## config.mk

```make
export PLATFORM = sky130hd
export DESIGN_NAME = pipe_field
export DESIGN_NICKNAME = d
export VERILOG_FILES = /design/src/rtl/pipe_field.sv
export SDC_FILE = /design/constraint.sdc
export NUM_CORES = 1
export LEC_CHECK = 0
export BUFFER_PORTS_ARGS = -buffer_cell sky130_fd_sc_hd__buf_2
export CORE_MARGIN = 5
export CORE_UTILIZATION = 40
export CTS_CLUSTER_DIAMETER = 40
export DETAILED_ROUTE_END_ITERATION = 12
export GPL_TIMING_DRIVEN = 0
export RECOVER_POWER = 25
export SLEW_MARGIN = 20
export SYNTH_ARGS = -nofsm -noshare
export SYNTH_HDL_FRONTEND = slang
export SYNTH_SLANG_ARGS = --single-unit
```

## constraint.sdc

```tcl
create_clock -name i_clk -period 5.7 [get_ports i_clk]
set_input_delay 1.14 -clock i_clk [delete_from_list [all_inputs] [get_ports i_clk]]
set_output_delay 1.14 -clock i_clk [all_outputs]
set_load 0.05 [all_outputs]
```

## src/rtl/pipe_field.sv

```systemverilog
// Scrolling pipe obstacles for the flappy-bird playfield: LFSR hole placement,
// selectable scroll speed, exact pipe spacing, pass detection and a saturating score.
module pipe_field #(
  parameter int unsigned N_PIPES  = 3,
  parameter int unsigned X_SIZE   = 40,
  parameter int unsigned Y_HOLE   = 60,
  parameter int unsigned IX       = 480,
  parameter int unsigned IY       = 240,
  parameter int unsigned SPACING  = 240,
  parameter int unsigned Y_MIN    = 100,
  parameter int unsigned Y_MAX    = 380,
  parameter logic [15:0] SEED     = 16'hACE1,
  parameter int unsigned D_WIDTH  = 640,
  parameter int unsigned D_HEIGHT = 480
) (
  input  logic                   i_clk,
  input  logic                   i_rst_n,
  input  logic                   i_physics_stb,
  input  logic                   i_start,
  input  logic                   i_crash,
  input  logic [3:0]             i_speed,
  input  logic [11:0]            i_bird_x,
  output logic [12*N_PIPES-1:0]  o_x1,
  output logic [12*N_PIPES-1:0]  o_x2,
  output logic [12*N_PIPES-1:0]  o_y1,
  output logic [12*N_PIPES-1:0]  o_y2,
  output logic [1:0]             o_state,
  output logic                   o_pass,
  output logic [7:0]             o_score
);

  typedef enum logic [1:0] {StIdle = 2'd0, StRun = 2'd1, StHalt = 2'd2} state_e;

  localparam logic [11:0] XSize  = 12'(X_SIZE);
  localparam logic [11:0] YHole  = 12'(Y_HOLE);
  localparam logic [11:0] YMin   = 12'(Y_MIN);
  localparam logic [11:0] YRange = 12'(Y_MAX - Y_MIN);
  localparam logic [11:0] Wrap   = 12'(N_PIPES * SPACING);

  // Elaboration-time guard against parameter sets that break spacing or hole placement.
  if (N_PIPES < 1 || N_PIPES > 8 || N_PIPES * SPACING < D_WIDTH + X_SIZE ||
      Y_MAX <= Y_MIN || Y_MAX - Y_MIN < 256 || Y_MAX - Y_MIN > 511 ||
      Y_MAX > D_HEIGHT || SEED == 16'd0) begin : g_bad_params
    $error("pipe_field: invalid parameter set");
  end

  state_e      state_q, state_d;
  logic [11:0] x_q [N_PIPES];
  logic [11:0] x_d [N_PIPES];
  logic [11:0] y_q [N_PIPES];
  logic [11:0] y_d [N_PIPES];
  logic [15:0] lfsr_q, lfsr_d;
  logic        pass_q, pass_d;
  logic [7:0]  score_q, score_d;

  logic [11:0] step;
  logic [11:0] fold;
  logic [11:0] spawn_y;
  logic        any_pass;

  assign step    = {8'd0, i_speed};
  assign fold    = {3'd0, lfsr_q[8:0]};
  // Single conditional subtract folds the 9-bit LFSR value into [0, YRange).
  assign spawn_y = YMin + ((fold >= YRange) ? fold - YRange : fold);

  always_ff @(posedge i_clk) begin
    if (!i_rst_n) begin
      for (int unsigned k = 0; k < N_PIPES; k++) begin
        x_q[k] <= 12'(IX + k * SPACING);
        y_q[k] <= 12'(IY);
      end
      lfsr_q  <= SEED;
      state_q <= StIdle;
      pass_q  <= 1'b0;
      score_q <= 8'd0;
    end else begin
      x_q     <= x_d;
      y_q     <= y_d;
      lfsr_q  <= lfsr_d;
      state_q <= state_d;
      pass_q  <= pass_d;
      score_q <= score_d;
    end
  end

  always_comb begin
    state_d  = state_q;
    x_d      = x_q;
    y_d      = y_q;
    lfsr_d   = lfsr_q;
    pass_d   = 1'b0;
    score_d  = score_q;
    any_pass = 1'b0;
    case (state_q)
      StIdle: begin
        if (i_start) state_d = StRun;
      end
      StRun: begin
        if (i_physics_stb) begin
          for (int unsigned k = 0; k < N_PIPES; k++) begin
            if (x_q[k] > step) begin
              x_d[k] = x_q[k] - step;
              if ((x_q[k] + XSize) >= i_bird_x && (x_q[k] - step + XSize) < i_bird_x) begin
                any_pass = 1'b1;
              end
            end else begin
              // Wrap by the full ring length so inter-pipe spacing is preserved exactly.
              x_d[k] = x_q[k] - step + Wrap;
              y_d[k] = spawn_y;
            end
          end
          lfsr_d = {lfsr_q[14:0], lfsr_q[15] ^ lfsr_q[13] ^ lfsr_q[12] ^ lfsr_q[10]};
        end
        pass_d = any_pass;
        if (any_pass && score_q != 8'hFF) score_d = score_q + 8'd1;
        if (i_crash) state_d = StHalt;
      end
      default: ;
    endcase
  end

  for (genvar k = 0; k < N_PIPES; k++) begin : g_edges
    assign o_x1[12*k +: 12] = (x_q[k] < XSize) ? 12'd0 : x_q[k] - XSize;
    assign o_x2[12*k +: 12] = x_q[k] + XSize;
    assign o_y1[12*k +: 12] = y_q[k] - YHole;
    assign o_y2[12*k +: 12] = y_q[k] + YHole;
  end

  assign o_state = state_q;
  assign o_pass  = pass_q & (state_q == StRun);
  assign o_score = score_q;

endmodule

```

==> results of run 1 <==
Yosys cell counts (all sizes together) (4+ instances only):
| cell type | n | area (um^2) |
|---|---|---|
| nor2 | 105 | 409 |
| o21a | 17 | 128 |
| nor2b | 17 | 106 |
| o31ai | 6 | 50.1 |
| a21oi | 91 | 493 |
| o21ai | 64 | 350 |
| nand3 | 36 | 180 |
| o211ai | 13 | 103 |
| a31oi | 6 | 37.5 |
| mux2 | 5 | 56.3 |
| mux2i | 7 | 70.1 |
| a211o | 7 | 61.3 |
| nand4 | 16 | 100 |
| inv | 52 | 195 |
| nand2 | 149 | 562 |
| a2111oi | 4 | 41.3 |
| and3 | 8 | 50.1 |
| ha | 105 | 1310 |
| xnor2 | 84 | 736 |
| nor3 | 40 | 215 |
| or3 | 25 | 156 |
| nor3b | 9 | 67.6 |
| buf | 42 | 284 |
| a211oi | 18 | 160 |
| or4 | 4 | 30.0 |
| nor4 | 12 | 81.3 |
| a21o | 12 | 90.1 |
| xor2 | 50 | 445 |
| a21boi | 4 | 30.0 |
| nand2b | 15 | 93.8 |
| dfxtp | 99 | 1980 |
| clkbuf | 58 | 218 |
where the power goes:
group / leakage [nW] / total (mW) / switching, mW / internal, mW
Clock: 0.145 / 0.635 / 0.323 / 0.312
Combinational: 3.58 / 0.687 / 0.448 / 0.239
Sequential: 0.802 / 0.732 / 0.0238 / 0.708
Total: 4.53 / 2.05 / 0.795 / 1.26
logic make-up (layout without fill, tap and decap cells):
| kind of cell | after synthesis | in the layout | synth area share [%] |
|---|---|---|---|
| and+or+nand+nor | 449 | 449 | 23.3 |
| muxes | 12 | 12 | 1.37 |
| xor gates and xnor gates | 134 | 134 | 12.8 |
| adders and majority gates | 108 | 108 | 14.8 |
| AOI/OAI and AO/OA | 264 | 264 | 18.7 |
| buffers and inverters | 153 | 347 | 7.57 |
| DFF | 99 | 99 | 21.4 |
layout make-up:
cell class / instances / area (um^2) / share of cell area (%)
Multi-Input combinational cell: 967 / 6620 / 61.3
Sequential cell: 99 / 1980 / 18.4
Timing Repair Buffer: 178 / 828 / 7.67
Buffer: 100 / 503 / 4.66
Tap cell: 285 / 357 / 3.30
Clock buffer: 9 / 225 / 2.09
Inverter: 53 / 199 / 1.84
Clock inverter: 7 / 80.1 / 0.742
per-layer routing:
layer	vias to the layer above	global-route usage, %
li1	4589	-
met1	4246	29.3
met2	278	36.4
met5	-	0
met4	0	4.27
met3	24	3.53
worst register-to-register path, cell delays in order, from the launching register on:
cell      delay, ns
dfxtp_1        0.44
inv_1          0.16
ha_1           0.24
fa_1           0.40
nand2b_1       0.18
a21boi_2       0.27
nor3_1         0.16
or4b_2         0.68
o211ai_2       0.11
o211ai_1       0.16
o21a_1         0.17
ha_1           0.29
a21o_1         0.18
a21o_1         0.16
a21oi_1        0.12
o21ai_0        0.12
a311oi_2       0.26
buf_4          0.20
o21ai_4        0.09
buf_6          0.17
or3_1          0.33
a21oi_2        0.13
state kept, by name (all words and copies together) (netlist names):
| signal | flops |
|---|---|
| x_q | 36 |
| lfsr_q | 16 |
| y_q | 36 |
| pass_q | 1 |
| o_state | 2 |
| o_score | 8 |
final timing paths:
| kind | end | start | cells after the start | slack [ns] |
|---|---|---|---|---|
| worst max register to register | o_score[2] | x_q[12] | 21 | 0.62 |
| worst min register to register | lfsr_q[9] | lfsr_q[9] | 2 | 0.46 |
| worst max-delay path | o_score[2] | i_speed[0] | 21 | 0.28 |
| worst min-delay path | lfsr_q[9] | lfsr_q[9] | 2 | 0.46 |
timing repair:
action	CTS	global route
gates resized for setup	2	9
cloned	0	0
pin swaps	0	1
endpoints found under the setup margin	8	8
hold buffers	0	0
buffers inserted	0	3
through the flow:
| stage | cell area, um^2 | instances | hold WS (ns) | worst slack (ns) |
|---|---|---|---|---|
| 4_1_cts | 10800 | 1695 | 0.457 | 0.0540 |
| 5_1_grt | 10800 | 1698 | 0.497 | 0.0139 |
| 6_report | 10800 | 1698 | 0.459 | 0.285 |
| 2_1_floorplan | 9250 | 1219 | 0.432 | 0.367 |
| 3_5_place_dp | 10500 | 1679 | 0.446 | -0.757 |
| 3_3_place_gp | 10500 | 1679 | 0.442 | -0.746 |
==> results.sh, run 1 <==
export IMPL_vias=9137
export IMPL_fin_crit_sh_pct=95.0
export IMPL_outcome="finished clean"
export IMPL_viasPerCell=5.38
export IMPL_maxCapViolCount=0
export IMPL_grt_pass1_vias=8655
export IMPL_critPathTopFamily="compound AO/OA/AOI/OAI gates"
export IMPL_cp_end_kind="register"
export IMPL_die_y_um=162
export IMPL_synth_area_per_cell_um2=7.59
export IMPL_wire_per_inst_um=17.2
export IMPL_drv_slew=0
export IMPL_grt_pass1_wl_um=46000
export IMPL_synth_main_ff_cell="dfxtp_1"
export IMPL_route_detailed_drc=0
export IMPL_path_class="input port to register"
export IMPL_cts_buffer_depth=2
export IMPL_most_common_layout_cells="nand2_1, buf_2, clkbuf_1"
export IMPL_drt_pre_antenna_iters=5
export IMPL_dpl_hpwl_um=22700
export IMPL_synthesis_area_um2=9250
export IMPL_fin_util_pct=47.5
export IMPL_pin_count=176
export IMPL_synth_cell_type_count=75
export IMPL_finalSetupViolCount=0
export IMPL_coreArea_um2=22700
export IMPL_yosysSeqAreaShare_pct=21.4
export IMPL_drtAntennaViolNets=0
export IMPL_synthArstFlopShare_pct=0
export IMPL_worstMarginPinSlew_ns=0.979
export IMPL_area_growth_synth_to_final_pct=16.7
export IMPL_hp_class="register to register"
export IMPL_grt_ovfl_total=0
export IMPL_rsz0062_at_grt="no"
export IMPL_wl_met3_um=1860
export IMPL_drt_iter0_markers=659
export IMPL_finalCriticalPeriod_ns=5.42
export IMPL_initial_core_util_pct=40.7
export IMPL_die_area_um2=26300
export IMPL_grt_max_degree=21
export IMPL_cts_root_buf="clkbuf_16"
export IMPL_syn_inst=1219
export IMPL_numCtsBuffers=9
export IMPL_cp_start_kind="input port"
export IMPL_cts_tree="done"
export IMPL_path_buf_inv=3
export IMPL_p_leak_nw=4.53
export IMPL_dr_wl_met2_um=13500
export IMPL_final_hold_viol_count=0
export IMPL_diodes=0
export IMPL_drive_gt1_share_pct=15.6
export IMPL_synth_edf_count=0
export IMPL_antenna_found_initial=0
export IMPL_cp_data_required_time_ns=5.98
export IMPL_io_buffers=175
export IMPL_wl_um=29200
export IMPL_cp_max_fo=10
export IMPL_peakVddDrop_v=0.000186
export IMPL_row_count=55
export IMPL_die_w_um=162
export IMPL_max_slew_margin_rel_pct=34.8
export IMPL_yosysWarnings=0
export IMPL_max_freq_mhz=185
export IMPL_critPathMaxStageDelay_ns=0.68
export IMPL_synth_nets=1348
export IMPL_cts_htree_levels=3
export IMPL_critical_path_arrival_ns=5.70
export IMPL_power_total_mw=2.05
export IMPL_wl_met1_um=13400
export IMPL_cts_reportedPaths_clkPinSlew_ns=0.08
export IMPL_top_layer_used="met4"
export IMPL_path_cells="buf_2, ha_1, fa_1, nand2b_1, a21boi_2, nor3_1, or4b_2, o211ai_2, o211ai_1, o21a_1, ha_1, a21o_1, a21o_1, a21oi_1, o21ai_0, a311oi_2, buf_4, o21ai_4, buf_6, or3_1, a21oi_2"
export IMPL_clk_latency_ns=0.35
export IMPL_final_common_cell="nand2_1"
export IMPL_setup_tns_ns=0
export IMPL_final_nets=1537
export IMPL_fillCellCount=2422
export IMPL_grt_total_usage_pct=21.6
export IMPL_p_per_area_nw_per_um2=190
export IMPL_synth_seq_cells=99
export IMPL_cpMaxStageDelayCell="or4b_2"
export IMPL_gp_congestion=0.950
export IMPL_skew_ns=0.00806
export IMPL_cts_sinks=99
Note: power is estimated with default switching activity, not from simulation.
==> inputs of run 2 (changes only) <==
Settings changed: ABC_AREA set to 1.
==> results.sh, run 2 <==
export IMPL_drtAntennaViolNets=0
export IMPL_setup_tns_ns=0
export IMPL_synth_top_area_share_pct=20.6
export IMPL_stdcell_area_um2=11100
export IMPL_die_w_um=165
export IMPL_fin_util_pct=47.1
export IMPL_fin_crit_sh_pct=79.9
export IMPL_antenna_found_initial=0
export IMPL_post_cts_setup_buffer_count=0
export IMPL_cts_resized=0
export IMPL_p_leak_nw=5.61
export IMPL_grt_ovfl_total=0
export IMPL_critical_path_arrival_ns=4.81
export IMPL_yosysMostFrequentCell="nand2_1"
export IMPL_drt_pre_antenna_iters=5
export IMPL_drt_iter0_markers=584
export IMPL_cts_reportedPaths_clkPinSlew_ns=0.08
export IMPL_io_buffers=175
export IMPL_fin_ws_ns=1.15
export IMPL_synth_nets=1586
export IMPL_path_class="input port to register"
export IMPL_reg_top3="x_q x36, y_q x36, lfsr_q x16"
export IMPL_grt_pass1_wl_um=46100
export IMPL_viasPerCell=4.89
export IMPL_area_growth_synth_to_final_pct=15.5
export IMPL_die_y_um=165
export IMPL_coreArea_um2=23600
export IMPL_grt_pass1_vias=8954
export IMPL_yosysSeqAreaShare_pct=20.6
export IMPL_clk_latency_ns=0.35
export IMPL_maxCapViolCount=0
export IMPL_cts_hold_fix_buffers=0
export IMPL_die_area_um2=27300
export IMPL_cts_sinks=99
export IMPL_synth_seq_cells=99
export IMPL_p_per_area_nw_per_um2=216
export IMPL_cts_tree="done"
export IMPL_peakVddDrop_v=0.000149
export IMPL_netlist_top_cells_count="nand2_1, inv_1, nor2_1"
export IMPL_cp_data_required_time_ns=5.95
export IMPL_fillCellCount=2617
export IMPL_rsz0062_at_grt="no"
export IMPL_skew_ns=0.00817
export IMPL_most_common_layout_cells="nand2_1, inv_1, buf_2"
export IMPL_power_total_mw=2.40
export IMPL_cp_start_kind="input port"
export IMPL_holdWs_ns=0.455
export IMPL_dpl_hpwl_um=23200
export IMPL_instances_no_fill=1966
export IMPL_vias=9608
export IMPL_cts_buffer_depth=2
export IMPL_grt_max_degree=18
export IMPL_numCtsBuffers=9
export IMPL_pin_count=176
export IMPL_hp_class="register to register"
export IMPL_post_dp_cell_area_um2=10900
export IMPL_synthArstFlopShare_pct=0
export IMPL_synth_area_leaders="dfxtp_1, ha_1, nand2_1"
export IMPL_cp_end_kind="register"
export IMPL_route_detailed_drc=0
export IMPL_cts_root_buf="clkbuf_16"
export IMPL_initial_core_util_pct=40.8
export IMPL_pre_cts_slack_ns=0.796
export IMPL_dp_cells=1951
export IMPL_outcome="finished clean"
export IMPL_final_common_cell="nand2_1"
export IMPL_grt_total_usage_pct=21.2
export IMPL_final_nets=1772
export IMPL_multiInputGateArea_um2=6380
export IMPL_drive_gt1_share_pct=15.5
export IMPL_yosysWarnings=0
export IMPL_syn_inst=1457
export IMPL_cp_max_fo=10
export IMPL_wire_per_inst_um=14.8
export IMPL_finalSetupViolCount=0
export IMPL_synth_area_per_cell_um2=6.61
export IMPL_seq_area_um2=1980
export IMPL_cts_htree_levels=3
export IMPL_wl_um=29200
export IMPL_synth_top_cell_by_area="dfxtp_1"
export IMPL_diodes=0
export IMPL_synth_main_ff_cell="dfxtp_1"
export IMPL_final_hold_viol_count=0
export IMPL_row_count=56
export IMPL_synth_cell_type_count=49
export IMPL_finalCriticalPeriod_ns=4.55
export IMPL_gp_congestion=0.902
export IMPL_max_slew_margin_rel_pct=34.6
export IMPL_synth_edf_count=0
export IMPL_synthesis_area_um2=9630
export IMPL_max_freq_mhz=220
export IMPL_drv_slew=0
export IMPL_worstMarginPinSlew_ns=0.981
run 2: changes by cell type after synthesis, moves of 16 or more:
| cell | previous run | this run |
|---|---|---|
| a21oi_1 | 83 | 115 |
| clkbuf_1 | 58 | 25 |
| inv_1 | 52 | 208 |
| nand2_1 | 148 | 300 |
| nand3_1 | 36 | 81 |
| nor2_1 | 103 | 135 |
| nor2b_1 | 17 | 0 |
| nor3_1 | 37 | 21 |
| o21ai_0 | 57 | 76 |
| or3_1 | 25 | 0 |
| xnor2_1 | 84 | 15 |
| xor2_1 | 49 | 87 |
run 2: logic make-up (layout without fill, tap and decap cells):
family / count (synthesis) / count (layout) / share of synthesized area (%)
flops: 99 / 99 / 20.6
buf+inv: 292 / 482 / 13.1
xor+xnor: 108 / 108 / 10.4
fa+ha+maj: 108 / 108 / 14.3
simple gates: 607 / 607 / 27.8
compound gates: 243 / 243 / 13.7
run 2: path summary, 6_finish.rpt:
path,from,end,slack (ns),cells past startpoint
max,i_speed[3],o_score[0],1.15,26
min,lfsr_q[9],lfsr_q[9],0.46,2
max reg2reg,x_q[12],o_score[0],1.61,26
min reg2reg,lfsr_q[9],lfsr_q[9],0.46,2
run 2: routing by layer:
metal  wire [um]  up-vias  track usage, %
li1            -     5037               -
met1       13600     4303            28.7
met2       13400      236            36.1
met3        1630       32            2.43
met4         471        0            4.95
met5           0        -               0
run 2: critical path: stages:
cell     delay (ns)
buf_2          0.10
inv_1          0.27
ha_1           0.33
nand2_1        0.07
nand2_1        0.09
nor2_4         0.19
xor2_1         0.41
ha_1           0.25
inv_1          0.04
nand2_1        0.08
nand2_1        0.10
nor2_2         0.18
nand2_1        0.07
nand2_1        0.06
nand2_1        0.05
ha_1           0.28
nand2_1        0.07
nor2_1         0.20
nand2_1        0.08
a21oi_1        0.14
nor2_1         0.06
nand3_2        0.08
nand3_2        0.13
buf_6          0.17
a21oi_1        0.12
nor2_1         0.05
run 2: report_power, final:
| group | internal [mW] | total [mW] | switching [mW] |
|---|---|---|---|
| clock | 0.299 | 0.594 | 0.295 |
| combinational | 0.321 | 1.06 | 0.734 |
| sequential | 0.720 | 0.751 | 0.0310 |
run 2: final cells by class:
class / count / area share (%)
Sequential cell: 99 / 17.8
Clock inverter: 6 / 0.439
Tap cell: 319 / 3.59
Multi-Input combinational cell: 1066 / 57.4
Timing Repair Buffer: 175 / 7.37
Clock buffer: 9 / 2.03
Buffer: 68 / 3.77
Inverter: 224 / 7.61
